### config.mk
export PLATFORM = sky130hd
export DESIGN_NAME = jogador_automatico
export DESIGN_NICKNAME = d
export VERILOG_FILES = /design/src/rtl/jogador_automatico.sv
export SDC_FILE = /design/constraint.sdc
export NUM_CORES = 1
export LEC_CHECK = 0
export BUFFER_PORTS_ARGS = -buffer_cell sky130_fd_sc_hd__buf_2
export CORE_ASPECT_RATIO = 0.75
export CORE_UTILIZATION = 40
export CTS_CLUSTER_SIZE = 25
export DETAILED_ROUTE_END_ITERATION = 7
export GPL_TIMING_DRIVEN = 0
export MAX_ROUTING_LAYER = met4
export RECOVER_POWER = 50
export SLEW_MARGIN = 20
export SYNTH_ARGS = -nofsm -noshare
export SYNTH_HDL_FRONTEND = slang
export SYNTH_SLANG_ARGS = --single-unit
### constraint.sdc
create_clock -name clock -period 2.6 [get_ports clock]
set_input_delay 0.13 -clock clock [delete_from_list [all_inputs] [get_ports clock]]
set_output_delay 0.13 -clock clock [all_outputs]
set_load 0.02 [all_outputs]
### src/rtl/jogador_automatico.sv
// jogador_automatico: records the game's one-hot LED sequence and replays it as timed button presses.
// Optional JOGADOR_ERRO_EN adds input erro_pos; the press at that replay index is rotated left (wrong move).
module jogador_automatico #(
  parameter int T_PRESS = 20,
  parameter int T_GAP   = 80,
  parameter int DEPTH   = 16
) (
  input  logic       clock,
  input  logic       reset,
  input  logic       iniciar,
  input  logic [3:0] leds,
  input  logic       vez,
`ifdef JOGADOR_ERRO_EN
  input  logic [3:0] erro_pos,
`endif
  output logic [3:0] botoes,
  output logic       ocupado,
  output logic       fim_replay,
  output logic [4:0] num_jogadas,
  output logic       cheio,
  output logic       erro_captura,
  output logic [2:0] db_estado
);
  localparam int AW = $clog2(DEPTH);
  localparam int IW = AW + 1;

  typedef enum logic [2:0] {
    ESPERA    = 3'd0,
    CAPTURA   = 3'd1,
    PRESSIONA = 3'd2,
    SOLTA     = 3'd3,
    FIM       = 3'd4
  } estado_t;

  estado_t       r_estado;
  logic [3:0]    r_leds_prev;
  logic [3:0]    r_botoes;
  logic          r_fim;
  logic [4:0]    r_num;
  logic          r_erro;
  logic [7:0]    r_timer;
  logic [IW-1:0] r_idx;
  logic [1:0]    r_mem [DEPTH];

  logic          w_edge;
  logic          w_onehot;
  logic          w_cheio;
  logic          w_wr_en;
  logic [1:0]    w_code;
  logic [AW-1:0] w_wr_addr;
  logic [AW-1:0] w_rd_addr;
  logic [3:0]    w_dec;
  logic [3:0]    w_press;

  assign w_edge    = (r_leds_prev == 4'b0000) && (leds != 4'b0000);
  assign w_onehot  = (leds & (leds - 4'd1)) == 4'b0000;
  assign w_cheio   = r_num == 5'(DEPTH);
  assign w_code    = {leds[3] | leds[2], leds[3] | leds[1]};
  assign w_wr_en   = !iniciar && w_edge && w_onehot &&
                     (r_estado == ESPERA || (r_estado == CAPTURA && !w_cheio));
  assign w_wr_addr = (r_estado == ESPERA) ? '0 : r_num[AW-1:0];
  // Address of the entry about to be pressed: 0 when starting, idx+1 when leaving a gap.
  assign w_rd_addr = (r_estado == SOLTA) ? AW'(r_idx + IW'(1)) : '0;
  assign w_dec     = 4'b0001 << r_mem[w_rd_addr];
`ifdef JOGADOR_ERRO_EN
  assign w_press   = (((r_estado == SOLTA) ? 5'(r_idx) + 5'd1 : 5'd0) == {1'b0, erro_pos}) ?
                     {w_dec[2:0], w_dec[3]} : w_dec;
`else
  assign w_press   = w_dec;
`endif

  always_ff @(posedge clock)
    if (w_wr_en) r_mem[w_wr_addr] <= w_code;

  always_ff @(posedge clock or negedge reset) begin
    if (!reset) begin
      r_estado    <= ESPERA;
      r_leds_prev <= 4'b0000;
      r_botoes    <= 4'b0000;
      r_fim       <= 1'b0;
      r_num       <= 5'd0;
      r_erro      <= 1'b0;
      r_timer     <= 8'd0;
      r_idx       <= '0;
    end else begin
      r_leds_prev <= leds;
      r_fim       <= 1'b0;
      if (iniciar) begin
        r_estado <= ESPERA;
        r_botoes <= 4'b0000;
        r_num    <= 5'd0;
        r_erro   <= 1'b0;
        r_timer  <= 8'd0;
        r_idx    <= '0;
      end else begin
        if (w_edge && !w_onehot) r_erro <= 1'b1;
        if (w_wr_en) r_num <= (r_estado == ESPERA) ? 5'd1 : r_num + 5'd1;
        case (r_estado)
          ESPERA:
            if (w_wr_en) r_estado <= CAPTURA;
            else if (vez && r_num == 5'd0) begin
              r_estado <= FIM;
              r_fim    <= 1'b1;
            end
          CAPTURA:
            if (vez) begin
              r_estado <= PRESSIONA;
              r_idx    <= '0;
              r_timer  <= 8'(T_PRESS - 1);
              r_botoes <= w_press;
            end
          PRESSIONA:
            if (r_timer == 8'd0) begin
              r_estado <= SOLTA;
              r_timer  <= 8'(T_GAP - 1);
              r_botoes <= 4'b0000;
            end else r_timer <= r_timer - 8'd1;
          SOLTA:
            if (r_timer != 8'd0) r_timer <= r_timer - 8'd1;
            else if (5'(r_idx) == r_num - 5'd1) begin
              r_estado <= FIM;
              r_fim    <= 1'b1;
            end else begin
              r_estado <= PRESSIONA;
              r_idx    <= r_idx + IW'(1);
              r_timer  <= 8'(T_PRESS - 1);
              r_botoes <= w_press;
            end
          default: r_estado <= ESPERA;
        endcase
      end
    end
  end

  assign botoes       = r_botoes;
  assign ocupado      = r_estado == CAPTURA || r_estado == PRESSIONA || r_estado == SOLTA;
  assign fim_replay   = r_fim;
  assign num_jogadas  = r_num;
  assign cheio        = w_cheio;
  assign erro_captura = r_erro;
  assign db_estado    = r_estado;
endmodule

# Word-level counts from Yosys, hierarchy flattened

Memory sizes are Yosys's and may differ from the RTL's.
Index checks and enable logic that the tools add are counted.

Memory bits (writable): 32
Memories: 1
Output and inout bits: 16
Register bits: 31
Logic and storage cells: 97
Input bits: 8

Memory list:

| name  | words | width | rd ports | clocked after memory_dff | write ports | RTL line | text |
|---|---|---|---|---|---|---|---|
| r_mem | 16    | 2     | 1        | 0                        | 1           | 43       | `logic [1:0] r_mem [DEPTH];` |

Bitwise operators: 3
Add/sub/neg operators: 5
Shift operators: 1
Reductions and logical operators: 28
Muxes and demuxes: 40
Equality and inequality tests: 11

Operators with widths:

| cell                | number |
|---|---|
| $mux 8              | 5 |
| $mux 5              | 7 |
| $mux 4              | 7 |
| $pmux 8 s3          | 1 |
| $mux 3              | 7 |
| $ne 3x3->1 const B  | 4 |
| $pmux 3 s4          | 1 |
| $pmux 4 s3          | 1 |
| $add 5x1->5 const B | 2 |
| $pmux 5 s2          | 1 |
| $mux 1              | 9 |
| $logic_not 4->1     | 2 |
| $logic_not 8->1     | 1 |
| $reduce_and 4->1    | 2 |
| $reduce_bool 4->1   | 2 |
| $reduce_bool 8->1   | 1 |
| $sub 8x1->8 const B | 1 |
| $logic_and 1x1->1   | 7 |
| $eq 3x2->1 const B  | 2 |
| $eq 5x5->1          | 1 |
| $eq 5x5->1 const B  | 1 |
| $logic_not 5->1     | 1 |
| $reduce_and 5->1    | 1 |
| $sub 5x1->5 const B | 1 |
| other kinds (14)    | 20 |

# Longest topological paths before layout

Word-level depth: 8
Depth in mapped cells: 9
Mapped depth without buffers: 8

# Worst setup path after synthesis

Ideal clock, no wire load.

Kind: flip-flop to flip-flop
From: reg r_num[0], in the netlist num_jogadas[0]
To: mem r_mem[8][0] (enable)
Cell stages (with the launch flop): 9
Setup slack: 0.016 ns
Setup time: 0.329 ns
Required time: 2.271 ns
Clock period less this slack: 2.584 ns
Arrival: 2.255 ns
Path buffers: 1
Path through: dfrtp_1 buf_2 inv_1 ha_1 nor3b_1 and2_2 nor4_4 nand3_1 nor3_1

Cells in the longest elaborated chain, start to end: 7

Ends and longest elaborated chain:

| what                         | RTL line | text |
|---|---|---|
| start, declared              | 39       | `logic [4:0] r_num;` |
| start signal, assigned       | 97       | `if (w_wr_en) r_num <= (r_estado == ESPERA) ? 5'd1 : r_num + 5'd1;` |
| $eq 5x5->1                   | 57       | `assign w_cheio = r_num == 5'(DEPTH);` |
| net cheio                    | 20       | `output logic cheio,` |
| $logic_not 1->1              | 60       | `(r_estado == ESPERA \|\| (r_estado == CAPTURA && !w_cheio));` |
| $logic_and 1x1->1            | 60       |  |
| $logic_or 1x1->1             | 60       |  |
| $logic_and 1x1->1            | 59       | `assign w_wr_en = !iniciar && w_edge && w_onehot &&` |
| $mux 1                       | 73       | `if (w_wr_en) r_mem[w_wr_addr] <= w_code;` |
| $mux 1 (implied by the code) | 73       |  |
| end, declared                | 43       |  |

The timed path passes the listed nets, and every way through them passes these cells.

# Worst setup path after layout

From: reg r_num[0], in the netlist num_jogadas[0]
To: mem r_mem[14][1] (enable)

Cells in the longest elaborated chain, start to end: 7

Ends and longest elaborated chain:

| what                         | RTL line |
|---|---|
| $eq 5x5->1                   | 57 |
| $logic_not 1->1              | 60 |
| $logic_and 1x1->1            | 60 |
| $logic_or 1x1->1             | 60 |
| $logic_and 1x1->1            | 59 |
| $mux 1                       | 73 |
| $mux 1 (implied by the code) | 73 |

Several ways; a longest one is shown, not always the timed one.

==> flow_summary.json <==
{
  "cp_top_family": "simple AND/OR/NAND/NOR gates",
  "clk_pin_slew_ns": 0.06,
  "critPathKind": "reg -> reg",
  "vias_per_cell": 5.73,
  "r2r_start": "num_jogadas[0]",
  "finClkSkew_ns": 0.00815,
  "hold_path.class": "in -> reg",
  "switchingPower_uw": 559,
  "hold_ws_ns": 0.185,
  "io_buffers": 23,
  "initial_core_util_pct": 41.2,
  "track_usage_pct": 21.5,
  "rsz0062_at_grt": "no",
  "clk_latency_ns": 0.33,
  "finalCritPeriodShare_pct": 93.7,
  "die_y_um": 82.8,
  "grt_max_degree": 32,
  "ys_seq_area_share_pct": 49.9,
  "crit_fanout": 10,
  "setup_viol": 0,
  "synthDistinctLibCells": 72,
  "violations": "max-capacitance violations, max-slew violations",
  "fmax_ghz": 0.410,
  "cts_tree": "built",
  "cp-end-kind": "register",
  "synth.top_cell.area_share_pct": 27.6,
  "cellLeakagePower_nw": 1.61,
  "dr.first_iter.drc_count": 207,
  "io-pin-count": 24,
  "tightest_slew_ns": 1.83,
  "avgSynthCellArea_um2": 10.7,
  "synth_area_leader_cell": "edfxtp_1",
  "grt_pass1_wl_mm": 14.1,
  "syn_nets": 339,
  "reg2reg_to": "r_mem[14][1]",
  "start_kind": "register",
  "fin_nets": 385,
  "arrival_ns": 2.46,
  "drt-total-wl_mm": 8.67,
  "cp_slowest_cell": "dfrtp_1",
  "async_flop_share_pct": 49.2,
  "post_drt_wl_per_cell_um": 17.9,
  "dieWidth_um": 110,
  "h-tree-depth": 3,
  "synth_most_common_cell": "edfxtp_1",
  "clockRootBuffer": "clkbuf_16",
  "finalHoldViolCount": 0,
  "area_growth_pct": 20.3,
  "clkPwrFrac_pct": 51.3,
  "cp-startpoint": "num_jogadas[0]",
  "maxSlewHeadroom_pct": -21.8,
  "routabilityCongestion": 0.802,
  "first_global_vias": 2667,
  "syn_area_um2": 3480,
  "vdd_drop_max_mv": 0.397,
  "drc": 0,
  "drv_cap": 1,
  "synth_cells": 326,
  "cts.sinks": 63,
  "swShare_pct": 22.2,
  "synth_area_leaders": "edfxtp_1 28%, dfrtp_1 22%, o21ai_0 3.2%, nor2_1 3.1%, mux2i_1 2.6%",
  "fp-row-count": 29,
  "fin_util_pct": 49.6,
  "slowest_delay_ns": 0.39,
  "coreArea_um2": 8450,
  "drive_gt1_share_pct": 17.2,
  "yosys_most_used_dff": "edfxtp_1",
  "diodes": 0,
  "final_antenna_net_count": 0,
  "yosys-top-cells-count": "32 x edfxtp_1, 31 x dfrtp_1, 29 x nor2_1, 22 x o21ai_0",
  "grt-ovfl-total": 0,
  "crit_required_ns": 2.62,
  "place_hpwl_mm": 6.06,
  "slew_violations": 32,
  "p_seq_share_pct": 42.6,
  "die-area_um2": 9090,
  "p_comb_share_pct": 6.1,
  "period_needed_ns": 2.44,
  "synth_edf_count": 32,
  "tns_ns": 0,
  "r2r_slack_ns": 0.16,
  "antenna_found_initial": 0,
  "critical_path_depth": 9,
  "p_int_mw": 1.96,
  "drt-pass1-iter-count": 7,
  "synth_seq_cells": 63,
  "worst-path-buf-inv": 3,
  "via_count": 2779,
  "cts_max_path_buffers": 2,
  "cts_made_buffers": 9,
  "path_cells": "buf_6 -> inv_1 -> ha_2 -> nor3b_1 -> and2_2 -> nor4_4 -> buf_4 -> nand3_1 -> nor2_1",
  "outcome": "complete, but fails checks",
  "rr_worst_depth": 9,
  "endpoint": "r_mem[14][1]",
  "powerDensity_nw_per_um2": 601,
  "yosys_warnings": 0
}
-- stage by stage --
step                instances  total power [mW]  instance area [um^2]  worst slack, ns
floorplan                 326              1.18                  3480           0.0160
global placement          457              1.23                  3730           -0.240
detailed placement        457              1.24                  3730           -0.280
CTS                       483              2.54                  4140         -0.00272
global route              485              2.60                  4190          0.00971
finish                    485              2.52                  4190            0.163
-- per-layer routing --
layer | wire, um | track usage, % | share of wire (%) | vias up
met5 | 0 | - | 0 | -
met4 | 43 | 7.15 | 0.50 | 0
met3 | 435 | 5.97 | 5.0 | 6
met2 | 3590 | 27.2 | 41 | 57
met1 | 4600 | 32.7 | 53 | 1387
li1 | - | - | - | 1329
-- worst reg2reg max path, cell delays in order (launching register included) --
cell and delay, ns:
dfrtp_1 0.39, buf_6 0.17, inv_1 0.09, ha_2 0.22, nor3b_1 0.17, and2_2 0.25
nor4_4 0.14, buf_4 0.19, nand3_1 0.25, nor2_1 0.27
-- area by class of cell --
| type | count | area [um^2] |
|---|---|---|
| Buffer | 17 | 92.6 |
| Sequential cell | 63 | 1740 |
| Inverter | 9 | 33.8 |
| Fill cell | 763 | 4260 |
| Timing Repair Buffer | 36 | 201 |
| Tap cell | 108 | 135 |
| Multi-Input combinational cell | 236 | 1680 |
| Clock inverter | 5 | 81.3 |
| Clock buffer | 11 | 233 |
-- state kept, by name, summed over array words and instances, names as in the netlist --
signal	flops
r_mem	32
r_timer	8
num_jogadas	5
r_idx	5
botoes	4
r_leds_prev	4
db_estado	3
erro_captura	1
fim_replay	1
-- how the worst min path moves through the flow --
stage	startpoint	slack [ns]	depth (start not counted)	to
after CTS	iniciar	0.18	4	erro_captura
after detailed placement	reset	0.24	1	r_timer[2]
after global routing	iniciar	0.21	4	erro_captura
final	iniciar	0.19	4	erro_captura
after floorplan	reset	-0.17	0	botoes[0]
after global placement	reset	0.23	1	r_timer[6]
-- placed cells by master, fill, tap and decap left out, drive strengths merged, types with 5 or more instances in the layout --
cell,count
a2111oi,5
a21oi,17
a22o,6
buf,24
clkbuf,35
dfrtp,31
dlygate4sd3,5
edfxtp,32
ha,5
inv,10
mux2i,9
nand2,14
nand2b,6
nand3,16
nor2,31
nor2b,8
nor3,11
o21ai,23
o22ai,6
xnor2,7
xor2,5
-- power groups by stage --
stage	Combinational [mW]	Clock, mW	Sequential [mW]
5_1_grt	0.171	1.36	1.08
3_3_place_gp	0.142	0	1.09
2_1_floorplan	0.0854	0	1.10
4_1_cts	0.154	1.31	1.07
3_5_place_dp	0.144	0	1.09
6_report	0.153	1.29	1.07
-- timing repair --
| item | in CTS | in global routing |
|---|---|---|
| hold buffers | 5 | 0 |
| pin swaps | 2 | 2 |
| gates cloned | 0 | 0 |
| gates resized for setup | 2 | 12 |
| setup endpoints to repair | 37 | 45 |
| hold endpoints to repair | 35 | 0 |
| setup buffers | 5 | 3 |
-- logic make-up after synthesis --
group | Yosys count | synth area share [%]
fa+ha+maj | 6 | 2.08
mux | 10 | 2.91
flops | 63 | 49.9
simple gates | 116 | 19.3
buf+inv | 27 | 3.49
compound gates | 92 | 19.3
xor+xnor | 12 | 3.02
Note: power is estimated with default switching activity, not from simulation.
